===== config.mk =====
export PLATFORM = sky130hd
export DESIGN_NAME = alu32_registered_flat
export DESIGN_NICKNAME = d
export VERILOG_FILES = /design/src/rtl/alu32_registered_if.sv /design/src/rtl/alu32_registered.sv /design/src/flat_wrapper.sv
export SDC_FILE = /design/constraint.sdc
export NUM_CORES = 1
export LEC_CHECK = 0
export BUFFER_PORTS_ARGS = -buffer_cell sky130_fd_sc_hd__buf_2
export CORE_ASPECT_RATIO = 1.75
export CORE_MARGIN = 2
export CORE_UTILIZATION = 40
export DETAILED_ROUTE_END_ITERATION = 12
export GPL_ROUTABILITY_DRIVEN = 0
export GPL_TIMING_DRIVEN = 0
export PLACE_DENSITY_LB_ADDON = 0.2
export SYNTH_ARGS = -nofsm -noshare
export SYNTH_HDL_FRONTEND = slang
export SYNTH_SLANG_ARGS = --single-unit

===== constraint.sdc =====
create_clock -name clk -period 5.9 [get_ports clk]
set_clock_uncertainty 0.2 [all_clocks]
set_input_delay 1.18 -clock clk [delete_from_list [all_inputs] [get_ports clk]]
set_output_delay 1.18 -clock clk [all_outputs]
set_load 0.01 [all_outputs]

===== src/rtl/alu32_registered_if.sv =====
// Operand/result bundle for the registered 32-bit ALU.
// Handshake: there is none. The ALU accepts a, b and aluOp on every rising
// edge of clk, and r/c32/Z/V show that operation's result after that same
// edge. The master keeps its inputs stable across the edge. There is no
// valid/ready pair, because a result is produced every cycle.
interface alu32_registered_if;
  logic [31:0] a;
  logic [31:0] b;
  logic [2:0]  aluOp;
  logic [31:0] r;
  logic        c32;
  logic        Z;
  logic        V;

  // The datapath side drives the operands and opcode, and it receives the flags.
  modport master (
    output a, b, aluOp,
    input  r, c32, Z, V
  );

  // The ALU side samples the operands and drives the registered results.
  modport slave (
    input  a, b, aluOp,
    output r, c32, Z, V
  );
endinterface


===== src/rtl/alu32_registered.sv =====
// 32-bit integer ALU with registered outputs. It supports AND, OR, ADD,
// SUB and signed SLT. Every output appears one clock after its inputs are sampled.
module alu32_registered (
  input  logic              clk,
  input  logic              reset,
  alu32_registered_if.slave bus
);

  localparam logic [2:0] OP_AND = 3'b000;
  localparam logic [2:0] OP_OR  = 3'b001;
  localparam logic [2:0] OP_ADD = 3'b010;
  localparam logic [2:0] OP_SUB = 3'b110;
  localparam logic [2:0] OP_SLT = 3'b111;

  logic        do_sub;
  logic [31:0] b_in;
  logic [32:0] sum33;
  logic [31:0] sum;
  logic        carry;
  logic        v_add;
  logic        v_sub;
  logic        lt;

  logic [31:0] r_next;
  logic        c_next;
  logic        z_next;
  logic        v_next;

  // Shared adder: SUB and SLT both compute a + ~b + 1, so a single adder serves all arithmetic.
  always_comb begin
    do_sub = (bus.aluOp == OP_SUB) || (bus.aluOp == OP_SLT);
    b_in   = do_sub ? ~bus.b : bus.b;
    sum33  = {1'b0, bus.a} + {1'b0, b_in} + {32'b0, do_sub};
    sum    = sum33[31:0];
    carry  = sum33[32];
    // Overflow is defined on the original operand b, not on the inverted one.
    v_add  = (bus.a[31] == bus.b[31]) && (sum[31] != bus.a[31]);
    v_sub  = (bus.a[31] != bus.b[31]) && (sum[31] != bus.a[31]);
    // The sign of the difference gives the wrong answer when the subtraction overflows, so it is corrected by Vsub.
    lt     = sum[31] ^ v_sub;
  end

  // Opcode decode. Unused codes yield r = 0, so Z reads as 1 for them.
  always_comb begin
    r_next = 32'd0;
    c_next = 1'b0;
    v_next = 1'b0;
    case (bus.aluOp)
      OP_AND: r_next = bus.a & bus.b;
      OP_OR:  r_next = bus.a | bus.b;
      OP_ADD: begin
        r_next = sum;
        c_next = carry;
        v_next = v_add;
      end
      OP_SUB: begin
        r_next = sum;
        c_next = carry;
        v_next = v_sub;
      end
      OP_SLT: r_next = {31'd0, lt};
      default: begin
        r_next = 32'd0;
        c_next = 1'b0;
        v_next = 1'b0;
      end
    endcase
    z_next = (r_next == 32'd0);
  end

  // Output register. Reset takes priority and leaves Z consistent with r = 0.
  always_ff @(posedge clk) begin
    if (reset) begin
      bus.r   <= 32'd0;
      bus.c32 <= 1'b0;
      bus.Z   <= 1'b1;
      bus.V   <= 1'b0;
    end else begin
      bus.r   <= r_next;
      bus.c32 <= c_next;
      bus.Z   <= z_next;
      bus.V   <= v_next;
    end
  end

endmodule


===== src/flat_wrapper.sv =====
// flat-port wrapper written by rule: the top's interface ports become plain ports
module alu32_registered_flat 
  (clk, reset, bus_a, bus_b, bus_aluOp, bus_r, bus_c32, bus_Z, bus_V);
  alu32_registered_if bus_i ();
  input  logic clk;
  input  logic reset;
  input wire logic [$bits(bus_i.a)-1:0] bus_a;
  input wire logic [$bits(bus_i.b)-1:0] bus_b;
  input wire logic [$bits(bus_i.aluOp)-1:0] bus_aluOp;
  output wire logic [$bits(bus_i.r)-1:0] bus_r;
  output wire logic [$bits(bus_i.c32)-1:0] bus_c32;
  output wire logic [$bits(bus_i.Z)-1:0] bus_Z;
  output wire logic [$bits(bus_i.V)-1:0] bus_V;
  assign bus_i.a = bus_a;
  assign bus_i.b = bus_b;
  assign bus_i.aluOp = bus_aluOp;
  assign bus_r = bus_i.r;
  assign bus_c32 = bus_i.c32;
  assign bus_Z = bus_i.Z;
  assign bus_V = bus_i.V;
  alu32_registered u_core (.clk(clk), .reset(reset), .bus(bus_i));
endmodule

==> results.json <==
{
  "synth_edf_count": 0,
  "nets": 748,
  "cp-start-kind": "input port",
  "dp_hpwl_mm": 11.52,
  "root_buffer": "clkbuf_16",
  "run_status": "finished, final reports clean",
  "async_reset_ff_frac": 0,
  "drtIter0Drc": 276,
  "synth-seq-area-share": 0.1721,
  "required_ns": 5.88,
  "crit_slowest_cell": "buf_1",
  "worstSetupPathDepth": 15,
  "first_pass_iters": 8,
  "worstMarginPinSlew_ns": 1.057,
  "portBuffers": 102,
  "vias": 4603,
  "setup_violations": 0,
  "period_minus_slack_ns": 5.563,
  "p_per_area_mw_per_mm2": 219.9,
  "rows": 48,
  "slew_headroom": 0.2950,
  "synth_cell_types": 70,
  "clk_pin_slew_ns": 0.05,
  "crit_chain": "buf_2, nand2_1, buf_1, xnor2_1, ha_1, buf_2, a211oi_1, o21bai_1, a2111oi_0, nor4_1, a2111oi_0, nand4_1, and4b_1, nand4b_1, o41ai_2",
  "fillers": 1013,
  "leakagePower_nw": 2.117,
  "min_path_cells": 3,
  "ir_drop_mv": 0.1903,
  "grt_pass1_wl_mm": 22.19,
  "dp_cells": 758,
  "wirelength_mm": 14.20,
  "hold_class": "input port to flop",
  "num_antenna_cells": 0,
  "core_area_sq_mm": 0.009910,
  "avgSynthCellArea_sq_um": 7.667,
  "cpPeakStageDelay_ns": 0.82,
  "final_core_util": 0.4939,
  "postRouteAntennaNets": 0,
  "first_global_vias": 4532,
  "yosysWarningCount": 0,
  "pin_count": 104,
  "crit_type": "input port to flop",
  "die_h_um": 137.5,
  "dieArea_sq_mm": 0.01103,
  "drive_above_1_share": 0.1997,
  "hold_viol_final": 0,
  "postCtsHoldBufs": 0,
  "floorplan.initialDensity": 0.4109,
  "grt_start_max_net_pins": 11,
  "critPathArrivalTime_ns": 5.54,
  "avgViaCountPerCell": 6.009,
  "syn_area_sq_mm": 0.004071,
  "drv_slew": 0,
  "post_drt_wl_per_cell_um": 18.54,
  "crit_path_end_kind": "flop",
  "track_usage": 0.2584,
  "ys.flop_type": "dfxtp_1",
  "rsz0062_at_grt": "false",
  "numCtsBuffers": 5,
  "cpLargestDelayFamily": "compound AO/OA/AOI/OAI gates",
  "syn_inst": 531,
  "ctsLongestPathBuffers": 2,
  "cts_num_sinks": 35,
  "cp_max_fo": 10,
  "synth-seq-cells": 35,
  "fmax_ghz": 0.1798,
  "overflow": 0,
  "tns_ns": 0,
  "area_growth_pct": 20.22,
  "antenna_found_initial": 0,
  "ctsResizeCount": 0,
  "drc": 0,
  "cts_tree": "done",
  "post-route-period-util": 0.9429,
  "finalNonFillerCells": 766,
  "critPathBufInv": 3,
  "syn_nets": 639,
  "cap_violations": 0,
  "htree_levels": 2,
  "cts_setup_buffers": 0,
  "die-width_um": 80.27
}
sequential cells by signal (all words and copies together), names as in the netlist:
name            flops
u_core.bus.V        1
u_core.bus.Z        1
u_core.bus.c32      1
u_core.bus.r       32
cells in the final DEF (no fill, tap or decap), types with 7 or more instances in the layout:
master and n:
nand2b_1 7, nand2_1 54, clkbuf_1 15, xor2_1 11, o21ai_0 24, and2_1 7, dfxtp_1 35, nand3_1 12
a21o_1 9, buf_2 107, a21oi_1 47, ha_1 38, nor3_1 12, a22oi_1 12, inv_1 15, xnor2_1 43
o211ai_1 7, and3_1 9, nor2_1 40, buf_1 7, maj3_1 26
path summary, 6_finish.rpt:
check	startpoint	end
worst max-delay path	bus_aluOp[1]	u_core.bus.Z
worst min-delay path	reset	u_core.bus.Z
cells by family (layout without fill, tap and decap cells):
kind of cell               Yosys count  after routing  share of synthesized area
muxes                                3              3                   0.007376
and+or+nand+nor                    173            173                     0.2087
xor gates and xnor gates            54             54                     0.1162
AOI/OAI and AO/OA                  160            160                     0.2708
DFF                                 35             35                     0.1721
adders and majority gates           65             65                     0.1856
buffers and inverters               41            151                    0.03934
layout make-up:
type	instances	area [sq um]	share of cell area
sequential	35	700.7	0.1431
tap	125	156.4	0.03195
timing repair buffer	102	510.5	0.1043
clock buffer	8	156.4	0.03195
multi-input combinational	455	3211	0.6559
buffer	26	103.9	0.02122
inverter	15	56.30	0.01150
tightest hold or removal path, delay by kind of cell:
family / cells / cell delay [ns]
buf+inv: 2 / 0.22
compound gates: 1 / 0.07
power by group:
part           internal, W  switching (W)
clock network     0.000180      0.0000974
logic             0.000217       0.000323
registers         0.000256     0.00000429
Yosys cell counts (all sizes together), types with 4 or more instances:
cell type	number	area share
nor2	40	0.037
dfxtp	35	0.17
o21ai	28	0.034
nor3	12	0.015
a31oi	4	0.0061
clkbuf	14	0.013
nor4	6	0.0092
a221oi	4	0.0086
a21oi	47	0.058
nand2	54	0.050
and3	9	0.014
o211ai	7	0.013
maj3	26	0.064
and2	7	0.011
nand3	12	0.015
o21bai	4	0.0074
a2111oi	4	0.010
ha	38	0.12
a22oi	12	0.022
xor2	11	0.024
nor2b	5	0.0077
a211oi	6	0.012
xnor2	43	0.093
inv	15	0.014
nand2b	7	0.011
nand4	6	0.0092
buf	12	0.013
a21o	9	0.017
o21a	6	0.011
stage by stage:
| stage | total power, W | worst slack (ns) | hold WS, ns | area, sq um |
|---|---|---|---|---|
| floorplan | 0.0006346 | 1.099 | 1.100 | 4071 |
| global placement | 0.0007861 | 0.2349 | 1.296 | 4738 |
| detailed placement | 0.0007914 | 0.1959 | 1.291 | 4738 |
| CTS | 0.001069 | 0.4632 | 1.007 | 4895 |
| global route | 0.001139 | 0.008889 | 1.038 | 4895 |
| finish | 0.001076 | 0.3371 | 1.022 | 4895 |
routing by layer:
layer	routed length (um)	global-route usage	share of wire	up-vias
li1	-	-	-	2172
met1	5118	0.2770	0.36	2146
met2	7247	0.4722	0.51	222
met3	871	0.02949	0.061	63
met4	963	0.1573	0.068	0
met5	0	0	0	-
Power figures use the tool's default switching activity.
